===== src/rtl/bitwise_logic_iter_pkg.sv =====
// Shared definitions for the iterative bitwise logic unit.
// Op encodings are also used by the execute-stage decoder.
// Holds no logic, so latency and backpressure do not apply.
package bitwise_logic_iter_pkg;

    localparam logic [1:0] LOP_AND = 2'b00;
    localparam logic [1:0] LOP_OR  = 2'b01;
    localparam logic [1:0] LOP_XOR = 2'b10;
    localparam logic [1:0] LOP_NOR = 2'b11;

    typedef enum logic {
        ST_IDLE = 1'b0,
        ST_RUN  = 1'b1
    } state_t;

    // Slice counter width; a single-slice configuration still needs one bit.
    function automatic int cnt_width(input int n);
        return (n > 1) ? $clog2(n) : 1;
    endfunction

endpackage


===== src/rtl/bitwise_logic_iter_slice_logic.sv =====
// Combinational AND/OR/XOR/NOR cell operating on one SLICE-bit slice.
// Latency: zero cycles.
// Backpressure: none; the output simply follows the inputs.
module slice_logic
    import bitwise_logic_iter_pkg::*;
#(
    parameter int SLICE = 8
) (
    input  logic [1:0]       op,
    input  logic [SLICE-1:0] x,
    input  logic [SLICE-1:0] y,
    output logic [SLICE-1:0] z
);

    always_comb begin
        z = '0;
        case (op)
            LOP_AND: z = x & y;
            LOP_OR:  z = x | y;
            LOP_XOR: z = x ^ y;
            LOP_NOR: z = ~(x | y);
        endcase
    end

endmodule


===== src/rtl/bitwise_logic_iter.sv =====
// Multi-cycle bitwise logic unit: processes SLICE bits per cycle, LSB slice first.
// Latency: done pulses WIDTH/SLICE cycles after the edge that samples start.
// Backpressure: busy is high while running; start is ignored until busy drops.
module bitwise_logic_iter
    import bitwise_logic_iter_pkg::*;
#(
    parameter int WIDTH = 32,
    parameter int SLICE = 8
) (
    input  logic             clk,
    input  logic             rst,
    input  logic             start,
    input  logic [1:0]       op,
    input  logic [WIDTH-1:0] a,
    input  logic [WIDTH-1:0] b,
    output logic             busy,
    output logic             done,
    output logic [WIDTH-1:0] result,
    output logic             zero
);

    localparam int NSLC = WIDTH / SLICE;
    localparam int CW   = cnt_width(NSLC);

    generate
        if (SLICE < 1 || SLICE > WIDTH || (WIDTH % SLICE) != 0) begin : g_bad_cfg
            $error("bitwise_logic_iter: WIDTH must be a non-zero multiple of SLICE");
        end
    endgenerate

    state_t           state;
    state_t           state_nxt;
    logic             accept;
    logic [CW-1:0]    count;
    logic             last;
    logic [WIDTH-1:0] a_q;
    logic [WIDTH-1:0] b_q;
    logic [1:0]       op_q;
    logic             nonzero;
    logic [SLICE-1:0] x_sl;
    logic [SLICE-1:0] y_sl;
    logic [SLICE-1:0] z_sl;

    assign last = (count == CW'(NSLC - 1));
    assign busy = (state == ST_RUN);
    assign x_sl = a_q[32'(count) * SLICE +: SLICE];
    assign y_sl = b_q[32'(count) * SLICE +: SLICE];

    slice_logic #(
        .SLICE (SLICE)
    ) u_slice (
        .op (op_q),
        .x  (x_sl),
        .y  (y_sl),
        .z  (z_sl)
    );

    always_comb begin
        state_nxt = state;
        accept    = 1'b0;
        case (state)
            ST_IDLE: begin
                if (start) begin
                    state_nxt = ST_RUN;
                    accept    = 1'b1;
                end
            end
            ST_RUN: begin
                if (last) begin
                    state_nxt = ST_IDLE;
                end
            end
        endcase
    end

    always_ff @(posedge clk or posedge rst) begin
        if (rst) begin
            state <= ST_IDLE;
        end else begin
            state <= state_nxt;
        end
    end

    // zero is derived from a sticky flag so the result register never needs a wide OR-reduce.
    always_ff @(posedge clk or posedge rst) begin
        if (rst) begin
            a_q     <= '0;
            b_q     <= '0;
            op_q    <= LOP_AND;
            count   <= '0;
            nonzero <= 1'b0;
            result  <= '0;
            zero    <= 1'b1;
            done    <= 1'b0;
        end else begin
            done <= 1'b0;
            if (accept) begin
                a_q     <= a;
                b_q     <= b;
                op_q    <= op;
                count   <= '0;
                nonzero <= 1'b0;
            end else if (state == ST_RUN) begin
                result[32'(count) * SLICE +: SLICE] <= z_sl;
                nonzero <= nonzero | (|z_sl);
                if (last) begin
                    count <= '0;
                    done  <= 1'b1;
                    zero  <= ~(nonzero | (|z_sl));
                end else begin
                    count <= count + 1'b1;
                end
            end
        end
    end

endmodule


===== config.mk =====
export PLATFORM = sky130hd
export DESIGN_NAME = bitwise_logic_iter
export DESIGN_NICKNAME = d
export VERILOG_FILES = /design/src/rtl/bitwise_logic_iter_pkg.sv /design/src/rtl/bitwise_logic_iter_slice_logic.sv /design/src/rtl/bitwise_logic_iter.sv
export SDC_FILE = /design/constraint.sdc
export NUM_CORES = 1
export LEC_CHECK = 0
export BUFFER_PORTS_ARGS = -buffer_cell sky130_fd_sc_hd__buf_4
export CORE_MARGIN = 2
export CORE_UTILIZATION = 45
export CTS_BUF_LIST = sky130_fd_sc_hd__clkbuf_4
export CTS_CLUSTER_SIZE = 40
export DETAILED_ROUTE_END_ITERATION = 10
export GPL_ROUTABILITY_DRIVEN = 0
export HOLD_SLACK_MARGIN = 0.12
export PLACE_DENSITY = 0.68
export REMOVE_ABC_BUFFERS = 1
export SLEW_MARGIN = 20
export SYNTH_ARGS = -nofsm -noshare
export SYNTH_HDL_FRONTEND = slang
export SYNTH_HIERARCHICAL = 1
export SYNTH_SLANG_ARGS = --single-unit

===== constraint.sdc =====
create_clock -name clk -period 6.6 [get_ports clk]
set_input_delay 0.33 -clock clk [delete_from_list [all_inputs] [get_ports clk]]
set_output_delay 0.33 -clock clk [all_outputs]
set_load 0.02 [all_outputs]

* Word level (Yosys, flattened, before mapping)
Index checks and enable logic that the tools add are counted.
Storage, ports and cells: RAM bits 0, output and inout bits 35, word-level logic and storage cells 46, bits in latches 0, flip-flop bits (word level) 104, input port bits 69, bits in read-only memories 0, memories 0
Operators by class: divide/modulo/power cells 0, bitwise operators 8, muxes and demuxes 14, reduce and logical (&&, ||, !) cells 5, shift-type cells 4, add/subtract/negate cells 2, eq/ne operators 4, order comparisons 0, multipliers 0
Operators with widths (number):
- $shiftx A32 B6 Y8 | 2
- $neg A5 Y34 | 1
- $shift A8 B34 Y32 const A | 1
- $shiftx A8 B34 Y32 | 1
- $bwmux W32 | 1
- $pmux W8 S4 | 1
- $and A8 B8 Y8 | 1
- $mux W1 | 8
- $not A8 Y8 | 1
- $or A8 B8 Y8 | 1
- $reduce_or A8 Y1 | 1
- $xor A8 B8 Y8 | 1
- $eq A2 B2 Y1 const B | 3
- $mux W2 | 3
- $not A1 Y1 | 3
- $reduce_and A3 Y1 | 1
- $add A2 B1 Y2 const B | 1
- $eq A2 B1 Y1 const B | 1
- $logic_not A2 Y1 | 1
- $pmux W1 S2 | 1
- $reduce_and A2 Y1 | 1
- $reduce_bool A2 Y1 | 1
- $or A1 B1 Y1 | 1

* Logic depth before layout (Yosys ltp)
Gate-level depths: netlist of run 1.
word-level depth 8, gate-level depth with buffers 10

* Hierarchy
The synthesis of run 1 kept the hierarchy.
By module, submodules not included:
- bitwise_logic_iter | area each 4370.4 um2, instances 1, cells an instance 266
- slice_logic | area each 526.8 um2, instances 1, cells an instance 59

* Worst setup path after synthesis of run 1
No wires, ideal clock.
path type register -> register, start point register count[1], end point register nonzero, stages on the path, launching flop included 11, setup slack 4.253 ns, library setup time 0.118 ns, data arrival time 2.229 ns, required time 6.482 ns, path through dfrtp_1 buf_2 buf_2 mux4_2 inv_1 ha_1 mux2i_1 mux2i_1 nor4_1 nand3_1 a21o_1
Between the ends: word-level cells in the longest chain between the ends 8, elaborated cells on any way between the ends 11
Ends and longest elaborated chain:
- from (decl) | RTL line bitwise_logic_iter.sv:34 | logic [CW-1:0] count;
- from (signal assigned) | RTL line bitwise_logic_iter.sv:111 | count <= count + 1'b1;
- $shiftx A32 B6 Y8 * | RTL line bitwise_logic_iter.sv:46 | assign x_sl = a_q[32'(count) * SLICE +: SLICE];
- net x_sl[6] | RTL line bitwise_logic_iter.sv:40 | logic [SLICE-1:0] x_sl;
- $or A8 B8 Y8 | RTL line bitwise_logic_iter_slice_logic.sv:19, bitwise_logic_iter_slice_logic.sv:21
- $not A8 Y8 | RTL line bitwise_logic_iter_slice_logic.sv:21 | LOP_NOR: z = ~(x | y);
- $pmux W8 S4 * | RTL line bitwise_logic_iter_slice_logic.sv:17 | case (op)
- net z_sl[6] | RTL line bitwise_logic_iter.sv:42 | logic [SLICE-1:0] z_sl;
- $reduce_or A8 Y1 * | RTL line bitwise_logic_iter.sv:105 | nonzero <= nonzero | (|z_sl);
- $or A1 B1 Y1 * | RTL line bitwise_logic_iter.sv:105
- $mux W1 * | RTL line bitwise_logic_iter.sv:103 | end else if (state == ST_RUN) begin
- $mux W1 * | RTL line bitwise_logic_iter.sv:97 | if (accept) begin
- to (signal assigned) | RTL line bitwise_logic_iter.sv:105
- to (decl) | RTL line bitwise_logic_iter.sv:39 | logic nonzero;
Mark *: on every way through the listed nets, which the timed path passes. The rest lies on a longest branch. The select of a mux whose other input is x is not followed. A chain may end at the register's enable or synchronous reset.

* Worst setup path after layout of run 1
start point register count[0], end point register nonzero
Same word-level chain as after synthesis.

==> flow_summary_export.csv, run 1 <==
group,metric,value,unit
logic_synthesis,ys_top_cells_by_area,"dfrtp_1, mux2_2, mux4_2, a22o_1, ha_1",
min_path,min_path_type,"in -> async",
grt,grt_pass1_wl,17.7,mm
critical_path,cp-endpoint,"nonzero",
grt,antenna_found_initial,0,
flow_run,drv_cap,0,
sta,fin_hold_ws,0.465,ns
routing,vias,3325,
pwr,pwr_density_cell,456,nW/um^2
outcome,status,"complete, no violations",
place,pre_cts_ws,3.58,ns
sta,fin_ws,3.55,ns
sta,fin_tns_setup,0,ns
grt,grt_pass1_vias,3426,
sta,post-route-period-util,46.2,%
critical_path,critPathMaxStageDelay,0.78,ns
place,dpl.hpwl,7.19,mm
grt,grt_start_max_net_pins,65,
clock_network,clock_sinks,104,
routing,drt-initial-drc-count,89,
routing,vias_per_cell,5.20,
critical_path,reg2reg_depth,9,
floorplanning,coreArea,10700,sq um
place,portBuffers,103,
routing,wl_per_cell,16.8,um
sta,max_freq,328,MHz
final_layout,final_cells,639,
clock_network,cts_made_buffers,9,
logic_synthesis,synthArstFlopShare,100,%
routing,routed_wl,10.7,mm
critical_path,worstPathMaxFanout,13,
critical_path,critPathKind,"reg -> reg",
grt,grt.total_usage,19.7,%
clock_network,cts_buffer_depth,2,
final_layout,final_cell_mix,"buf_4, dfrtp_1, dlygate4sd3_1",
clock_network,postCtsSetupRepairBufs,0,
final_layout,post-route-cell-area,6570,sq um
pwr,ir_drop,188,uV
floorplanning,die_h,108,um
place,dp_cells,555,
routing,antenna_left,0,
final_layout,drive_gt1_share,42.7,%
floorplanning,dieArea,11700,sq um
floorplanning,die_w,108,um
critical_path,cpMostUsedCell,"mux2i_1",
sta,clock_skew,0.0165,ns
clock_network,insertion_delay,0.44,ns
critical_path,rr_startpoint,"count[0]",
final_layout,final_nets,584,
critical_path,crit_start,"count[0]",
floorplanning,start_util,45.6,%
clock_network,cts_max_level,3,
logic_synthesis,ys_seq_area_share,53.2,%
final_layout,diodes,0,
sta,setup_viol,0,
floorplanning,pin_count,104,
final_layout,area_growth_syn_to_layout,34.1,%
final_layout,nFillCells,852,
routing,drc,0,
sta,hold_violations,0,
sta,slew_violations,0,
place,dpl_cell_area,5750,sq um
logic_synthesis,ys_types,32,
critical_path,r2r-end,"nonzero",
critical_path,worstPathRequired,6.95,ns
logic_synthesis,synth_edf_count,0,
logic_synthesis,ys_warn_count,6,
logic_synthesis,syn_avg_cell_area,15.1,sq um
grt,gr-total-overflow,0,
critical_path,endpoint_kind,"flop",
critical_path,rrSetupSlack,3.55,ns
sta,grt_setup_unrepaired,"no",
routing,firstDrtPassIters,4,
logic_synthesis,ys.flop_type,"dfrtp_1",
clock_network,cts-root-buf,"clkbuf_4",
sta,fin_crit,3.05,ns
sta,maxSlewHeadroom,33.6,%
clock_network,cts_tree,"done",
final_layout,final_common_cell,"buf_4",
critical_path,cp-start-kind,"flop",
floorplanning,rows,38,
critical_path,slowest_stage,"dfrtp_1",
logic_synthesis,synth_top_area_share,52.6,%
logic_synthesis,yosys.area.top_type,"dfrtp_1",
logic_synthesis,netlist_instances,325,
logic_synthesis,syn_area,4900,sq um
critical_path,path_cells,"buf_4, mux4_2, inv_1, ha_1, mux2i_1, mux2i_1, nor4_1, nand3_1, a21o_1",
logic_synthesis,ys_ff_latch,104,
clock_network,cts.reportedPaths.clkPinSlew,0.15,ns
pwr,leakage,3.09,nW
critical_path,arrival,3.39,ns
sta,worst_slew_pin_slew,0.996,ns
cell usage after synthesis, types with 2 or more instances:
master	count
o21ai_0	2
buf_6	3
mux4_2	16
nand2b_1	3
mux2i_1	16
inv_1	19
nor4_4	2
mux2_2	66
nor4b_4	2
dfrtp_1	103
ha_1	21
a22o_1	32
nand2_1	5
buf_4	4
xor2_1	8
nor2_1	2
buf_2	6
cell families after synthesis:
logic type	synth area share, %
multiplexers	25.8
XOR/XNOR	1.43
adder cells (fa/ha/maj)	5.37
AND/OR/NAND/NOR	3.91
AO/OA/AOI/OAI	6.23
flip-flops	53.2
buffers and inverters	4.09
where the power goes:
group	total, mW	internal [mW]	switching, mW
Clock	0.322	0.118	0.203
Combinational	1.50	0.767	0.731
Sequential	1.18	0.922	0.255
Total	3.00	1.81	1.19
per-layer routing:
| metal | wire (um) | GRT usage (%) |
|---|---|---|
| met4 | 259 | 7.42 |
| met5 | 0 | 0 |
| met1 | 4810 | 26.5 |
| met3 | 382 | 2.77 |
| met2 | 5290 | 32.6 |
sequential cells by signal (all words and copies together) (netlist names):
register  cells
a_q          32
b_q          32
busy          1
count         2
done          1
nonzero       1
op_q          2
result       32
zero          1
critical path: cells and delay by family (launching register included):
| kind | cells | cell delay (ns) |
|---|---|---|
| muxes | 3 | 0.94 |
| AOI/OAI and AO/OA | 1 | 0.19 |
| and+or+nand+nor | 2 | 0.37 |
| buffers and inverters | 2 | 0.45 |
| DFF | 1 | 0.78 |
| adders and majority gates | 1 | 0.23 |
layout make-up:
| type | count | area [sq um] | area share (%) |
|---|---|---|---|
| sequential | 104 | 2600 | 39.6 |
| clock inverter | 6 | 60.1 | 0.914 |
| inverter | 20 | 80.1 | 1.22 |
| clock buffer | 10 | 75.1 | 1.14 |
| multi-input combinational | 185 | 2100 | 31.9 |
| timing repair buffer | 174 | 1480 | 22.5 |
| tap | 140 | 175 | 2.67 |
worst min-delay path by stage:
stage	cells past startpoint	slack, ns	start	to
floorplan	1	0.43	start	count[1]
global placement	2	0.40	rst	b_q[21]
detailed placement	2	0.40	rst	b_q[21]
CTS	2	0.13	a[10]	a_q[10]
global route	3	0.49	rst	b_q[21]
finish	3	0.46	rst	b_q[5]
stage by stage:
step	total power, mW	utilization, %
after CTS	3.01	61.0
after global placement	2.60	53.5
after detailed placement	2.66	53.5
final	3.00	61.1
after floorplan	2.20	-
after global routing	3.23	61.1
repair_timing:
item	4_1_cts	5_1_grt
endpoints found under the hold margin	106	1
hold buffers	67	1
resized for setup	0	0
endpoints found under the setup margin	0	0
Note: power is estimated with default switching activity, not from simulation.
==> run 2, diff against run 1 <==
==> constraint.sdc (replaced) <==
create_clock -name clk -period 3.2 [get_ports clk]
set_input_delay 0.16 -clock clk [delete_from_list [all_inputs] [get_ports clk]]
set_output_delay 0.16 -clock clk [all_outputs]
set_load 0.02 [all_outputs]
==> flow_summary_export.csv, run 2 (synthesis results as in run 1) <==
group,metric,value,unit
sta,fin_crit,2.63,ns
min_path,min_path_type,"in -> async",
clock_network,postCtsSetupRepairBufs,0,
floorplanning,dieArea,11700,sq um
routing,routed_wl,10.4,mm
routing,vias,3275,
sta,slew_violations,0,
critical_path,critPathKind,"reg -> reg",
critical_path,arrival,3.00,ns
routing,wl_per_cell,16.2,um
floorplanning,pin_count,104,
pwr,p_comb_share,50.8,%
routing,drc,0,
clock_network,insertion_delay,0.45,ns
final_layout,post-route-cell-area,6620,sq um
sta,maxSlewHeadroom,44.1,%
grt,antenna_found_initial,0,
sta,grt_setup_unrepaired,"no",
pwr,pwr_density_cell,940,nW/um^2
place,portBuffers,103,
final_layout,final_common_cell,"buf_4",
critical_path,worstPathRequired,3.56,ns
floorplanning,rows,38,
clock_network,cts_max_level,3,
critical_path,reg2reg_depth,9,
pwr,ir_drop,484,uV
clock_network,cts_tree,"done",
pwr,switching_share,38.6,%
grt,grt_start_max_net_pins,68,
place,dpl.hpwl,6.80,mm
sta,clock_skew,0.00735,ns
grt,grt_pass1_wl,17.0,mm
place,dpl_cell_area,5780,sq um
clock_network,cts-resized-gates,0,
sta,setup_viol,0,
grt,gr-total-overflow,0,
final_layout,nFillCells,869,
sta,worst_slew_pin_slew,0.839,ns
routing,antenna_left,0,
outcome,status,"complete, no violations",
pwr,clock_power_share,11.9,%
floorplanning,die_w,108,um
floorplanning,die_h,108,um
pwr,leakage,3.11,nW
routing,vias_per_cell,5.11,
final_layout,area_growth_syn_to_layout,35.2,%
clock_network,cts_buffer_depth,2,
pwr,seq_power_share,37.3,%
clock_network,cts-root-buf,"clkbuf_4",
sta,max_freq,380,MHz
sta,fin_tns_setup,0,ns
final_layout,reg.largest.list,"a_q (32), b_q (32), result (32)",
routing,drt-initial-drc-count,112,
final_layout,drive_gt1_share,42.7,%
pwr,cell_internal_pwr,3.82,mW
critical_path,cp-start-kind,"flop",
critical_path,endpoint_kind,"flop",
final_layout,final_cell_mix,"buf_4, dfrtp_1, dlygate4sd3_1",
grt,grt.total_usage,19.0,%
floorplanning,start_util,45.6,%
final_layout,multi_input_area,2100,sq um
clock_network,clock_sinks,104,
sta,hold_violations,0,
critical_path,worstPathMaxFanout,23,
floorplanning,coreArea,10700,sq um
final_layout,final_nets,586,
final_layout,seq_area,2600,sq um
flow_run,drv_cap,0,
grt,grt_pass1_vias,3402,
clock_network,cts.reportedPaths.clkPinSlew,0.15,ns
sta,post-route-period-util,82.2,%
final_layout,diodes,0,
clock_network,cts_made_buffers,9,
pwr,p_switching,2.40,mW
routing,firstDrtPassIters,4,
-- run 2: changes by cell type in the layout (fill, tap and decap cells not counted), sizes merged --
cell | previous run | this run
buf | 106 | 108
bufinv | 1 | 2
clkinv | 4 | 3
-- run 2: worst paths after layout --
path / from / to / slack, ns
min in group clk: b[13] / b_q[13] / 0.46
max reg2reg: count[0] / nonzero / 0.57
min: rst / a_q[13] / 0.34
min reg2reg: zero / zero / 0.51
max: count[0] / nonzero / 0.57
max in group asynchronous: rst / zero / 2.10
-- run 2: repair_timing --
item                       CTS  global route
hold endpoints to repair   120             0
hold buffers                68             0
setup endpoints to repair    0             0
-- run 2: area by class of cell --
type,instances,share of cell area [%]
multi-input cells,185,31.7
repair buffers,176,22.7
inverters,20,1.21
clock buffers,10,1.13
well taps,140,2.65
flip-flops and latches,104,39.3
clock inverters,6,1.27
-- run 2: power groups by stage --
stage	registers, mW	logic, mW	clock network [mW]
final	2.32	3.16	0.742
after global routing	2.41	3.51	0.809
after CTS	2.33	3.20	0.764
after detailed placement	2.36	3.13	0
after global placement	2.34	3.03	0
after floorplan	2.48	2.06	0
-- run 2: per-layer routing --
layer	track usage, %	routed length, um
met4	8.15	181
met1	24.8	4570
met2	31.3	5170
met3	3.19	454
met5	0	0
-- run 2: worst max-delay path, stage by stage, from the launching register on --
cell	delay, ns
dfrtp_1	0.35
buf_4	0.36
mux4_2	0.58
inv_1	0.07
ha_1	0.22
mux2i_1	0.14
mux2i_1	0.18
nor4_1	0.30
nand3_1	0.13
a21o_1	0.20
-- run 2: metrics by stage --
step	util [%]	hold WS, ns	power [mW]	std cells	setup WS (ns)
after floorplan	-	0.258	4.54	309	0.297
after global placement	53.8	0.300	5.37	557	0.630
after detailed placement	53.8	0.310	5.49	557	0.573
after CTS	61.6	0.333	6.30	641	0.560
after global routing	61.6	0.387	6.73	641	0.386
final	61.6	0.343	6.22	641	0.568
==> run 3, diff against run 2 <==
--- a/config.mk
+++ b/config.mk
@@ -5,6 +5,7 @@
 export SDC_FILE = /design/constraint.sdc
 export NUM_CORES = 1
 export LEC_CHECK = 0
+export ABC_AREA = 1
 export BUFFER_PORTS_ARGS = -buffer_cell sky130_fd_sc_hd__buf_4
 export CORE_MARGIN = 2
 export CORE_UTILIZATION = 45
@@ -13,7 +14,7 @@
 export DETAILED_ROUTE_END_ITERATION = 10
 export GPL_ROUTABILITY_DRIVEN = 0
 export HOLD_SLACK_MARGIN = 0.12
-export PLACE_DENSITY = 0.68
+export PLACE_DENSITY = 0.7
 export REMOVE_ABC_BUFFERS = 1
 export SLEW_MARGIN = 20
 export SYNTH_ARGS = -nofsm -noshare
==> constraint.sdc (replaced) <==
create_clock -name clk -period 2.4 [get_ports clk]
set_input_delay 0.12 -clock clk [delete_from_list [all_inputs] [get_ports clk]]
set_output_delay 0.12 -clock clk [all_outputs]
set_load 0.02 [all_outputs]
==> flow_summary_export.csv, run 3 <==
group,metric,value,unit
outcome,status,"complete, no violations",
logic_synthesis,synth_compound_area_share,11.1,%
final_layout,final_nets,910,
floorplanning,pin_count,104,
critical_path,critPathMaxStageDelay,0.49,ns
final_layout,post-route-cell-area,7160,sq um
routing,vias_per_cell,5.07,
floorplanning,start_util,45.8,%
final_layout,final_common_cell,"nand2_1",
critical_path,endpoint_kind,"flop",
logic_synthesis,yosys.area.top_type,"dfrtp_1",
routing,vias,4903,
routing,antenna_left,0,
clock_network,cts_buffer_depth,2,
final_layout,diodes,0,
pwr,leakage,3.64,nW
sta,clock_skew,0.0262,ns
critical_path,arrival,2.65,ns
sta,worst_slew_pin_slew,0.745,ns
logic_synthesis,ys_types,26,
routing,wl_per_cell,13.9,um
grt,antenna_found_initial,0,
place,dpl_cell_area,6120,sq um
grt,grt_start_max_net_pins,105,
floorplanning,die_h,112,um
clock_network,cts_tree,"done",
logic_synthesis,synthArstFlopShare,100,%
critical_path,cpLargestDelayFamily,"compound AO/OA/AOI/OAI gates",
final_layout,final_util,62.9,%
floorplanning,coreArea,11400,sq um
logic_synthesis,ys_top_cells_by_area,"dfrtp_1, nand2_1, nand3_1, o21ai_0, ha_1",
sta,hold_violations,0,
final_layout,area_growth_syn_to_layout,37.4,%
sta,setup_viol,0,
logic_synthesis,ys_ff_latch,104,
grt,grt_pass1_wl,22.8,mm
critical_path,rrSetupSlack,0.15,ns
clock_network,cts-root-buf,"clkbuf_4",
pwr,ir_drop,713,uV
critical_path,worstPathRequired,2.80,ns
logic_synthesis,ys_seq_area_share,50.0,%
final_layout,seq_area,2610,sq um
sta,maxSlewHeadroom,50.3,%
logic_synthesis,synth-adder-area-share,5.05,%
final_layout,reg.largest.list,"a_q (32), b_q (32), result (32)",
logic_synthesis,ys.flop_type,"dfrtp_1",
grt,grt_pass1_vias,4746,
floorplanning,rows,39,
sta,slew_violations,0,
final_layout,final_cell_mix,"nand2_1, buf_4, dfrtp_1",
pwr,pwr_density_cell,1260,nW/um^2
critical_path,cp_num_buf_inv,4,
sta,max_freq,444,MHz
logic_synthesis,synth_top_area_share,49.5,%
routing,routed_wl,13.5,mm
final_layout,nFillCells,962,
grt,gr-total-overflow,0,
critical_path,critPathKind,"reg -> reg",
floorplanning,dieArea,12400,sq um
clock_network,cts_max_level,3,
critical_path,path_cells,"inv_8, buf_12, o21ai_0, o21ai_1, inv_1, ha_1, nand3_1, nand4_1, inv_1, nor2_1, nand2_1, o21ai_0",
logic_synthesis,ys_warn_count,6,
clock_network,clock_sinks,104,
sta,fin_crit,2.25,ns
grt,grt.total_usage,22.3,%
place,dp_cells,863,
logic_synthesis,synth_edf_count,0,
critical_path,slowest_stage,"dfrtp_2",
sta,fin_ws,0.148,ns
clock_network,cts_made_buffers,9,
final_layout,drive_gt1_share,19.8,%
logic_synthesis,syn_avg_cell_area,8.16,sq um
logic_synthesis,synthTopCellsByCount,"nand2_1, dfrtp_1, nand3_1",
logic_synthesis,synth.area.mux_share,0,%
floorplanning,die_w,112,um
place,dpl.hpwl,8.94,mm
logic_synthesis,syn_area,5210,sq um
logic_synthesis,synth_top_family_by_area,"simple AND/OR/NAND/NOR gates",
clock_network,insertion_delay,0.48,ns
sta,post-route-period-util,93.8,%
logic_synthesis,synth_xor_area_share,0,%
logic_synthesis,yosysMostFrequentCell,"nand2_1",
place,pre_cts_ws,0.0295,ns
logic_synthesis,netlist_instances,638,
critical_path,worstPathMaxFanout,27,
routing,drc,0,
place,portBuffers,103,
min_path,min_path_type,"in -> async",
critical_path,cp-start-kind,"flop",
clock_network,cts.reportedPaths.clkPinSlew,0.17,ns
logic_synthesis,yosys.area_share.simple,25.4,%
routing,drt-initial-drc-count,292,
final_layout,final_cells,968,
routing,firstDrtPassIters,4,
flow_run,drv_cap,0,
final_layout,multi_input_area,2170,sq um
==> run 3: repair_timing <==
item | CTS | global route
endpoints found under the setup margin | 1 | 28
setup buffers | 0 | 9
resized for setup | 1 | 23
hold endpoints to repair | 172 | 0
pin swaps | 0 | 8
hold buffers | 80 | 0
==> run 3: cell families after synthesis <==
family,Yosys count
AND/OR/NAND/NOR,304
AO/OA/AOI/OAI,115
flip-flops,104
buffers and inverters,94
adder cells (fa/ha/maj),21
==> run 3: cell type report <==
class                   instances  area share, %
well taps                     143           2.50
inverters                      59           3.37
flip-flops and latches        104           36.4
repair buffers                206           25.3
clock inverters                 7           1.08
multi-input cells             440           30.4
clock buffers                   9          0.944
==> run 3: final timing paths <==
path	to	cells after the start	start
worst max-delay path	result[10]	12	count[0]
worst max register to register	result[10]	12	count[0]
min in group clk	b_q[0]	4	b[0]
worst min-delay path	b_q[25]	4	rst
max in group asynchronous	count[0]	4	rst
worst min register to register	b_q[10]	2	b_q[10]
==> run 3: through the flow <==
stage	total power, mW	hold slack [ns]	TNS, ns
6_report	9.01	0.304	0
5_1_grt	9.87	0.340	-0.0365
4_1_cts	8.77	0.330	0
3_5_place_dp	7.73	0.307	0
3_3_place_gp	7.54	0.298	0
2_1_floorplan	5.94	0.264	-46.52
==> run 3: routing by layer <==
layer	global-route usage [%]	part of all wire (%)	wire length, um	up-vias
li1	-	-	-	2432
met1	31.7	45	6100	2298
met2	35.5	48	6440	155
met3	4.14	5.2	701	18
met4	6.09	1.7	230	0
met5	0	0	0	-
==> run 3: power breakdown <==
| part | leakage (nW) | total, mW | switching, mW | internal, mW |
|---|---|---|---|---|
| logic | 2.25 | 4.98 | 3.00 | 1.98 |
| clock network | 0.0769 | 0.947 | 0.620 | 0.327 |
| registers | 1.31 | 3.09 | 0.549 | 2.54 |
==> run 3: worst reg2reg max path, delay by kind of cell (launching register included) <==
kind | cells | cell delay [ns]
AND/OR/NAND/NOR | 4 | 0.45
AO/OA/AOI/OAI | 3 | 0.51
buffers and inverters | 4 | 0.45
adder cells (fa/ha/maj) | 1 | 0.27
flip-flops | 1 | 0.49
